`config.mk`:
```
export PLATFORM = sky130hd
export DESIGN_NAME = axi4s_rr_arbiter
export DESIGN_NICKNAME = d
export VERILOG_FILES = /design/src/rtl/axi4s_arb_pkg.sv /design/src/rtl/rr_picker.sv /design/src/rtl/axi4s_rr_arbiter.sv
export SDC_FILE = /design/constraint.sdc
export NUM_CORES = 1
export LEC_CHECK = 0
export ABC_AREA = 1
export BUFFER_PORTS_ARGS = -buffer_cell sky130_fd_sc_hd__buf_2
export CORE_MARGIN = 2
export CORE_UTILIZATION = 45
export CTS_CLUSTER_DIAMETER = 100
export DETAILED_ROUTE_END_ITERATION = 8
export PLACE_DENSITY = 0.93
export SLEW_MARGIN = 20
export SYNTH_ARGS = -nofsm -noshare
export SYNTH_HDL_FRONTEND = slang
export SYNTH_HIERARCHICAL = 1
export SYNTH_SLANG_ARGS = --single-unit
```
`constraint.sdc`:
```
create_clock -name clk -period 2.5 [get_ports clk]
set_input_delay 0.25 -clock clk [delete_from_list [all_inputs] [get_ports clk]]
set_output_delay 0.25 -clock clk [all_outputs]
set_load 0.05 [all_outputs]
```
`src/rtl/axi4s_arb_pkg.sv`:
```
// Shared types and limits for the packet-granular AXI4-Stream round-robin arbiter.
package axi4s_arb_pkg;

  typedef enum logic [0:0] {
    ARB_IDLE   = 1'b0,
    ARB_LOCKED = 1'b1
  } arb_state_e;

  localparam int ARB_MAX_N = 16;

endpackage

```
`src/rtl/rr_picker.sv`:
```
// Combinational round-robin picker: first set request strictly after `last`, wrapping modulo N.
module rr_picker #(
  parameter  int N  = 4,
  localparam int IW = $clog2(N)
) (
  input  logic [N-1:0]  req,
  input  logic [IW-1:0] last,
  output logic [IW-1:0] pick,
  output logic          any
);

  logic [N-1:0] rot;

  // Operand never exceeds 2N-1, so one conditional subtract is a full modulo.
  function automatic logic [IW-1:0] wrap(input int v);
    return (v >= N) ? IW'(v - N) : IW'(v);
  endfunction

  always_comb begin
    rot = '0;
    for (int k = 0; k < N; k++) rot[k] = req[wrap(int'(last) + 1 + k)];
    // Descending scan so the lowest rotated position (nearest after last) wins.
    pick = '0;
    for (int k = N - 1; k >= 0; k--) begin
      if (rot[k]) pick = wrap(int'(last) + 1 + k);
    end
    any = |req;
  end

endmodule

```
`src/rtl/axi4s_rr_arbiter.sv`:
```
// N-to-1 AXI4-Stream arbiter: grant locks per packet, registered output tagged with source index.
module axi4s_rr_arbiter
  import axi4s_arb_pkg::*;
#(
  parameter  int N  = 4,
  parameter  int DW = 32,
  localparam int IW = $clog2(N)
) (
  input  logic                 clk,
  input  logic                 rst,
  input  logic [N-1:0][DW-1:0] s_tdata,
  input  logic [N-1:0]         s_tlast,
  input  logic [N-1:0]         s_tvalid,
  output logic [N-1:0]         s_tready,
  output logic [DW-1:0]        m_tdata,
  output logic                 m_tlast,
  output logic [IW-1:0]        m_tid,
  output logic                 m_tvalid,
  input  logic                 m_tready,
  output logic                 busy
);

  if (N < 2 || N > ARB_MAX_N) begin : g_bad_n
    $error("axi4s_rr_arbiter: N must be in 2..%0d", ARB_MAX_N);
  end

  typedef struct packed {
    logic [DW-1:0] data;
    logic          last;
    logic [IW-1:0] id;
  } beat_t;

  arb_state_e    state_q, state_d;
  logic [IW-1:0] grant_q, grant_d;
  logic [IW-1:0] last_q, last_d;
  beat_t         out_q, out_d;
  logic          m_tvalid_q, m_tvalid_d;

  logic [IW-1:0] pick;
  logic          any_req;
  logic          slot_free;
  logic          accept;

  rr_picker #(.N(N)) u_picker (
    .req  (s_tvalid),
    .last (last_q),
    .pick (pick),
    .any  (any_req)
  );

  assign slot_free = ~m_tvalid_q | m_tready;

  // Ready depends only on registered state and m_tready, never on s_tvalid.
  always_comb begin
    s_tready = '0;
    if (state_q == ARB_LOCKED && slot_free) s_tready[grant_q] = 1'b1;
  end

  assign accept = s_tvalid[grant_q] & s_tready[grant_q];

  always_comb begin
    state_d    = state_q;
    grant_d    = grant_q;
    last_d     = last_q;
    out_d      = out_q;
    m_tvalid_d = m_tvalid_q;

    unique case (state_q)
      ARB_IDLE: begin
        if (any_req) begin
          state_d = ARB_LOCKED;
          grant_d = pick;
          last_d  = pick;
        end
      end
      ARB_LOCKED: begin
        if (accept && s_tlast[grant_q]) state_d = ARB_IDLE;
      end
      default: state_d = ARB_IDLE;
    endcase

    if (accept) begin
      out_d      = '{data: s_tdata[grant_q], last: s_tlast[grant_q], id: grant_q};
      m_tvalid_d = 1'b1;
    end else if (m_tready) begin
      m_tvalid_d = 1'b0;
    end
  end

  always_ff @(posedge clk) begin
    if (rst) begin
      state_q    <= ARB_IDLE;
      grant_q    <= '0;
      last_q     <= IW'(N - 1);
      out_q      <= '0;
      m_tvalid_q <= 1'b0;
    end else begin
      state_q    <= state_d;
      grant_q    <= grant_d;
      last_q     <= last_d;
      out_q      <= out_d;
      m_tvalid_q <= m_tvalid_d;
    end
  end

  assign m_tdata  = out_q.data;
  assign m_tlast  = out_q.last;
  assign m_tid    = out_q.id;
  assign m_tvalid = m_tvalid_q;
  assign busy     = (state_q == ARB_LOCKED);

endmodule

```
# --- Yosys cells after proc, flatten, opt, wreduce, memory -nomap -nowiden ---
# Cells that the tools add are included.
totals:
  regBits: 41
  word_cells: 67
  out_inout_bits: 41
  in_bits: 139
classes:
  add_sub_neg: 8
  bitwise: 4
  muxes: 32
  reduce_logical: 6
  magnitude_cmp: 10
ops:
  columns: ["op", "n"]
  rows:
  - ["$ge 32x4->1 const B", 3]
  - ["$bmux 32 s2", 1]
  - ["$mux 32", 1]
  - ["$mux 2", 8]
  - ["$lt 2x3->1 const B", 5]
  - ["$bmux 1 s2", 7]
  - ["$mux 1", 12]
  - ["$add 3x2->4 const B", 2]
  - ["$sub 2x1->2 const B", 4]
  - ["$add 3x1->4 const B", 1]
  - ["$mux 4", 1]
  - ["$reduce_or 4->1", 1]
  - ["$add 2x1->3 const B", 1]
  - ["$ge 3x3->1 const B", 1]
  - ["$logic_and 1x1->1", 3]
  - ["$demux 1 s2", 1]
  - ["$ge 2x1->1 const B", 1]
  - ["$not 1->1", 2]
  - ["$pmux 1 s2", 1]
  - ["$reduce_and 2->1", 1]
  - ["$reduce_bool 2->1", 1]
  - ["$and 1x1->1", 1]
  - ["$or 1x1->1", 1]

# --- Depth between registers and ports, before layout ---
logic_depth:
  ltp_word: 11
  ltp_mapped: 12
  ltp_nobuf: 11

# --- Cells and area by module ---
# The synthesis kept the hierarchy.
by_module_without_submodules:
  columns: ["module", "seq_area_each_um2", "area_each_um2", "instances", "cells_each"]
  rows:
  - ["axi4s_rr_arbiter", 820.8, 2366.0, 1, 384]
  - ["rr_picker", 0.0, 285.3, 1, 59]

# --- Least setup slack after synthesis ---
# No wires, ideal clock.
synth_path:
  kind: "register to output"
  startpoint: "register state_q (netlist: busy)"
  endpoint: "output port s_tready[0]"
  required_time_ns: 2.250
  n_path_buf: 0
  arrival_time_ns: 2.214
  path_stages_with_launch: 5
  slack_ns: 0.036
  cell_sequence: "dfxtp_1 -> inv_1 -> a21oi_1 -> inv_1 -> nor3_1"
synth_via:
  elab_chain_cells: 2
synth_rtl:
  columns: ["item", "line", "text"]
  rows:
  - ["start: declaration", "axi4s_rr_arbiter.sv:33", "arb_state_e state_q, state_d;"]
  - ["start signal: assignment", "axi4s_rr_arbiter.sv:98", "state_q <= state_d;"]
  - ["$logic_and 1x1->1", "axi4s_rr_arbiter.sv:56", "if (state_q == ARB_LOCKED && slot_free) s_tready[grant_q] = 1'b1;"]
  - ["$mux 4", "axi4s_rr_arbiter.sv:56", null]
  - ["end: declaration", "axi4s_rr_arbiter.sv:14", "output logic [N-1:0] s_tready,"]
# Every way passes these cells.

# --- Final worst setup path ---
layout_path:
  startpoint: "register grant_q[0]"
  endpoint: "register out_q, in the netlist m_tdata[14]"
layout_via:
  elab_chain_cells: 8
  word_cells_on_any_way: 13
  classes_between: "order compare: 2; mux: 9; bitwise: 1; reduce/logical: 1"
layout_rtl:
  columns: ["item", "line", "text"]
  rows:
  - ["start: declaration", "axi4s_rr_arbiter.sv:34", "logic [IW-1:0] grant_q, grant_d;"]
  - ["start signal: assignment", "axi4s_rr_arbiter.sv:99", "grant_q <= grant_d;"]
  - ["$lt 2x3->1 (not written as such) / $ge 2x1->1 (equally long branches)", "axi4s_rr_arbiter.sv:56", null]
  - ["$logic_and 1x1->1 (not written as such)", "axi4s_rr_arbiter.sv:56", null]
  - ["$mux 1 (not written as such)", "axi4s_rr_arbiter.sv:56", null]
  - ["$demux 1 s2", "axi4s_rr_arbiter.sv:56", null]
  - ["$mux 4", "axi4s_rr_arbiter.sv:56", null]
  - ["$bmux 1 s2", "axi4s_rr_arbiter.sv:59", "assign accept = s_tvalid[grant_q] & s_tready[grant_q];"]
  - ["$mux 1 (not written as such)", "axi4s_rr_arbiter.sv:59", null]
  - ["$and 1x1->1", "axi4s_rr_arbiter.sv:59", null]
  - ["end signal: assignment", "axi4s_rr_arbiter.sv:101", "out_q <= out_d;"]
  - ["end: declaration", "axi4s_rr_arbiter.sv:36", "beat_t out_q, out_d;"]
# Several ways; a longest one is shown, not always the timed one. The select of a mux whose other input is x is not followed.
# A chain may end at the register's enable or synchronous reset.

==> impl_summary.txt <==
----------------------------------------------------
[Critical path]
  Cell at the slowest stage of the critical path ... dfxtp_1
  WP depth ... 9
  Worst path max stage delay ... 0.55 ns
  Bufs and invs on worst path ... 2
  CP required ... 2.68 ns
  Startpoint-to-endpoint class of the critical path ... reg -> reg
  Maximum fanout count along the critical path ... 37
  Number of cells on the worst reg-to-reg path ... 9
  Type of element launching the critical path ... flip-flop
  Data arrival time at the worst-slack endpoint ... 2.15 ns
  CP endpoint kind ... flip-flop
  Critical path, cell by cell ... inv_2 -> nand2_1 -> nand2_1 -> nand2_1 -> nand2_2 -> nand2_4 -> inv_4 -> nor2_1 -> nor2_1
  Cell family contributing the most delay on the critical path ... simple AND/OR/NAND/NOR gates
  Cell repeated most along the worst path ... nand2_1

[Layout]
  Most frequent standard cell in the layout excluding fill and tap cells ... buf_2
  Post-layout net count ... 745
  Utilization of the core after routing ... 64.0%
  Total of fill cells in the finished design ... 505
  Post-synthesis to final-layout area growth ... 35.4%
  Antenna Cells ... 0
  Fraction of final layout cells sized beyond drive strength 1 ... 35.0%
  Commonest cells after routing, fill and taps aside ... buf_2 (179), nand2_1 (157), nor2_1 (70)

[Yosys]
  Multiplexer fraction of the synthesized cell area ... 0%
  Flip-flop and latch count after synthesis ... 41
  Fraction of the mapped netlist area in adder cells ... 0%
  Combinational family with the most area after synthesis ... simple AND/OR/NAND/NOR gates
  Post-Synth XOR/XNOR Area ... 0%
  Syn_area_per_cell ... 5.98 sq um
  Share of synthesized cell area in and, or, nand and nor gates ... 50.8%
  Summed instance area of the synthesized netlist ... 0.00265 sq mm
  Synth warn ... 6
  Complex-gate fraction of the synthesized area ... 8.16%
  Net Count, Synth ... 582
  Count of distinct cell types in the synthesized netlist ... 23
  Seq/Total Area, Yosys ... 31.0%
  Cells after Synth ... 443

[CTS]
  TritonCTS clock tree ... yes
  Clk Latency, worst-skew pair ... 0.28 ns
  Maximum clock insertion buffer count ... 2
  Number of buffers inserted for hold repair after clock tree synthesis ... 0
  TritonCTS Sinks ... 41
  Post-CTS Setup Repair Bufs ... 0
  PostCTS Resize Cnt ... 0
  Clock slew seen by the registers of the worst setup and hold paths ... 0.08 ns
  H-tree depth reported by CTS ... 2
  Number of buffers created by CTS ... 5
  Cell at the root of the clock tree ... clkbuf_8

[Hold path]
  Type of the most critical hold path ... in -> reg
  Hold depth ... 2

[Detailed routing]
  Detailed-route via count ... 3521
  1st-pass router iterations ... 5
  Number of design rule violations left after detail routing ... 0
  Number of DRC markers in iteration 0 ... 179
  Antenna violation net count after detailed routing ... 0
  Wire length per cell ... 12.9 um
  Mean number of vias per cell ... 5.19
  Wirelength, routed ... 8730 um

[Timing]
  Final worst path period need ... 1.96 ns
  Slew at the pin closest to its max-slew limit ... 0.840 ns
  Slew Viols, Final ... 0
  Max Clk Rate ... 509 MHz
  Relative max-transition margin ... 44.0%
  Sum Neg Setup Slack ... 0 ns
  Hold Vio Cnt, Final ... 0
  Worst-case clock skew ... 0.00414 ns
  Endpoints failing setup ... 0
  Setup repair after global routing missed its margin ... no
  Final period util ... 78.5%

[Power]
  Peak ir drop on the vdd network ... 0.392 mV
  Power density cells ... 813 mW/mm^2
  Leakage power total ... 0.00190 uW

[Die]
  DIE AREA ... 0.00652 sq mm
  Count of pins on the block boundary ... 180
  Width of the chip ... 80.8 um
  Core box area ... 0.00561 sq mm
  DIE HEIGHT ... 80.8 um
  Initial core utilization ... 47.3%
  Placement row count ... 27

[GRT]
  Global-route wire length before repair ... 13300 um
  Antenna violations before repair ... 0
  Overall Global Routing Usage ... 25.7%
  Global route total overflow ... 0
  Vias in the first global route ... 3143
  Largest net degree at the start of global routing ... 38

[Placed design]
  HPWL Detailed ... 6590 um
  Number of buffers inserted by port buffering ... 179
  Final estimated routing congestion in global placement ... 0.863

[Run]
  Max-cap viol count ... 0

[Outcome]
  Outcome ... complete, no violations

----------------------------------------------------
-- per-stage QoR --
step / cells / cell area (sq um) / setup slack (ns) / total power [uW] / hold WS, ns
floorplan: 443 / 2650 / 0.0363 / 2110 / 0.319
global placement: 671 / 3500 / 0.656 / 2440 / 0.456
detailed placement: 671 / 3500 / 0.560 / 2480 / 0.462
CTS: 678 / 3590 / 0.547 / 2920 / 0.195
global route: 678 / 3590 / 0.251 / 3130 / 0.201
finish: 678 / 3590 / 0.536 / 2920 / 0.216
-- sequential cells by signal, indices dropped and copies added (netlist names) --
signal    flops
m_tid         2
m_tlast       1
busy          1
m_tdata      32
m_tvalid      1
last_q        2
grant_q       2
-- path summary, 6_finish.rpt --
check	startpoint	to	slack (ns)
worst max-delay path	grant_q[0]$_SDFFE_PP0P_	m_tdata[14]$_SDFFE_PP0P_	0.54
worst max register to register	grant_q[0]$_SDFFE_PP0P_	m_tdata[14]$_SDFFE_PP0P_	0.54
worst min register to register	m_tlast$_SDFFE_PP0P_	m_tlast$_SDFFE_PP0P_	0.48
worst min-delay path	rst	grant_q[1]$_SDFFE_PP0P_	0.22
-- area by class of cell --
cell class	instances	area (sq um)	area share, %
multi-input cells	356	1560	43.6
repair buffers	184	933	26.0
flip-flops and latches	41	822	22.9
inverters	18	91.3	2.54
well taps	72	90.1	2.51
clock buffers	6	82.6	2.30
clock inverters	1	7.51	0.209
-- cells by family after synthesis --
logic type	count (synthesis)
AND/OR/NAND/NOR	314
buffers and inverters	46
AO/OA/AOI/OAI	42
flip-flops	41
-- report_power, final --
part / internal [uW] / leakage, uW / switching [uW]
Clock: 218 / 0.0000433 / 221
Combinational: 481 / 0.00152 / 1120
Sequential: 775 / 0.000337 / 108
Total: 1470 / 0.00190 / 1450
-- Yosys cell counts --
cell type,instances,share of area (%)
inv_2,5,0.71
nand2_1,157,22
o21ai_0,30,5.7
nor2_1,70,9.9
nand2_2,8,1.9
nor3_1,3,0.57
buf_4,7,2.0
buf_2,11,2.1
bufinv_8,1,0.66
nand4_1,33,7.8
a21oi_1,6,1.1
nor2_2,2,0.47
buf_6,4,1.7
clkbuf_1,6,0.85
o21ai_1,4,0.76
nand2_4,1,0.42
dfxtp_1,41,31
inv_4,1,0.24
inv_1,10,1.4
nand3_1,40,7.6
o21ai_2,1,0.33
a21boi_1,1,0.28
inv_8,1,0.42
-- per-layer routing --
| metal | vias to the layer above | wire [um] | track usage [%] | part of all wire, % |
|---|---|---|---|---|
| met5 | - | 0 | 0 | 0 |
| met4 | 0 | 186 | 12.7 | 2.1 |
| met3 | 25 | 748 | 5.22 | 8.6 |
| met2 | 193 | 4220 | 45.9 | 48 |
| met1 | 1537 | 3580 | 29.0 | 41 |
| li1 | 1766 | - | - | - |
(Power assumes the default switching activity.)
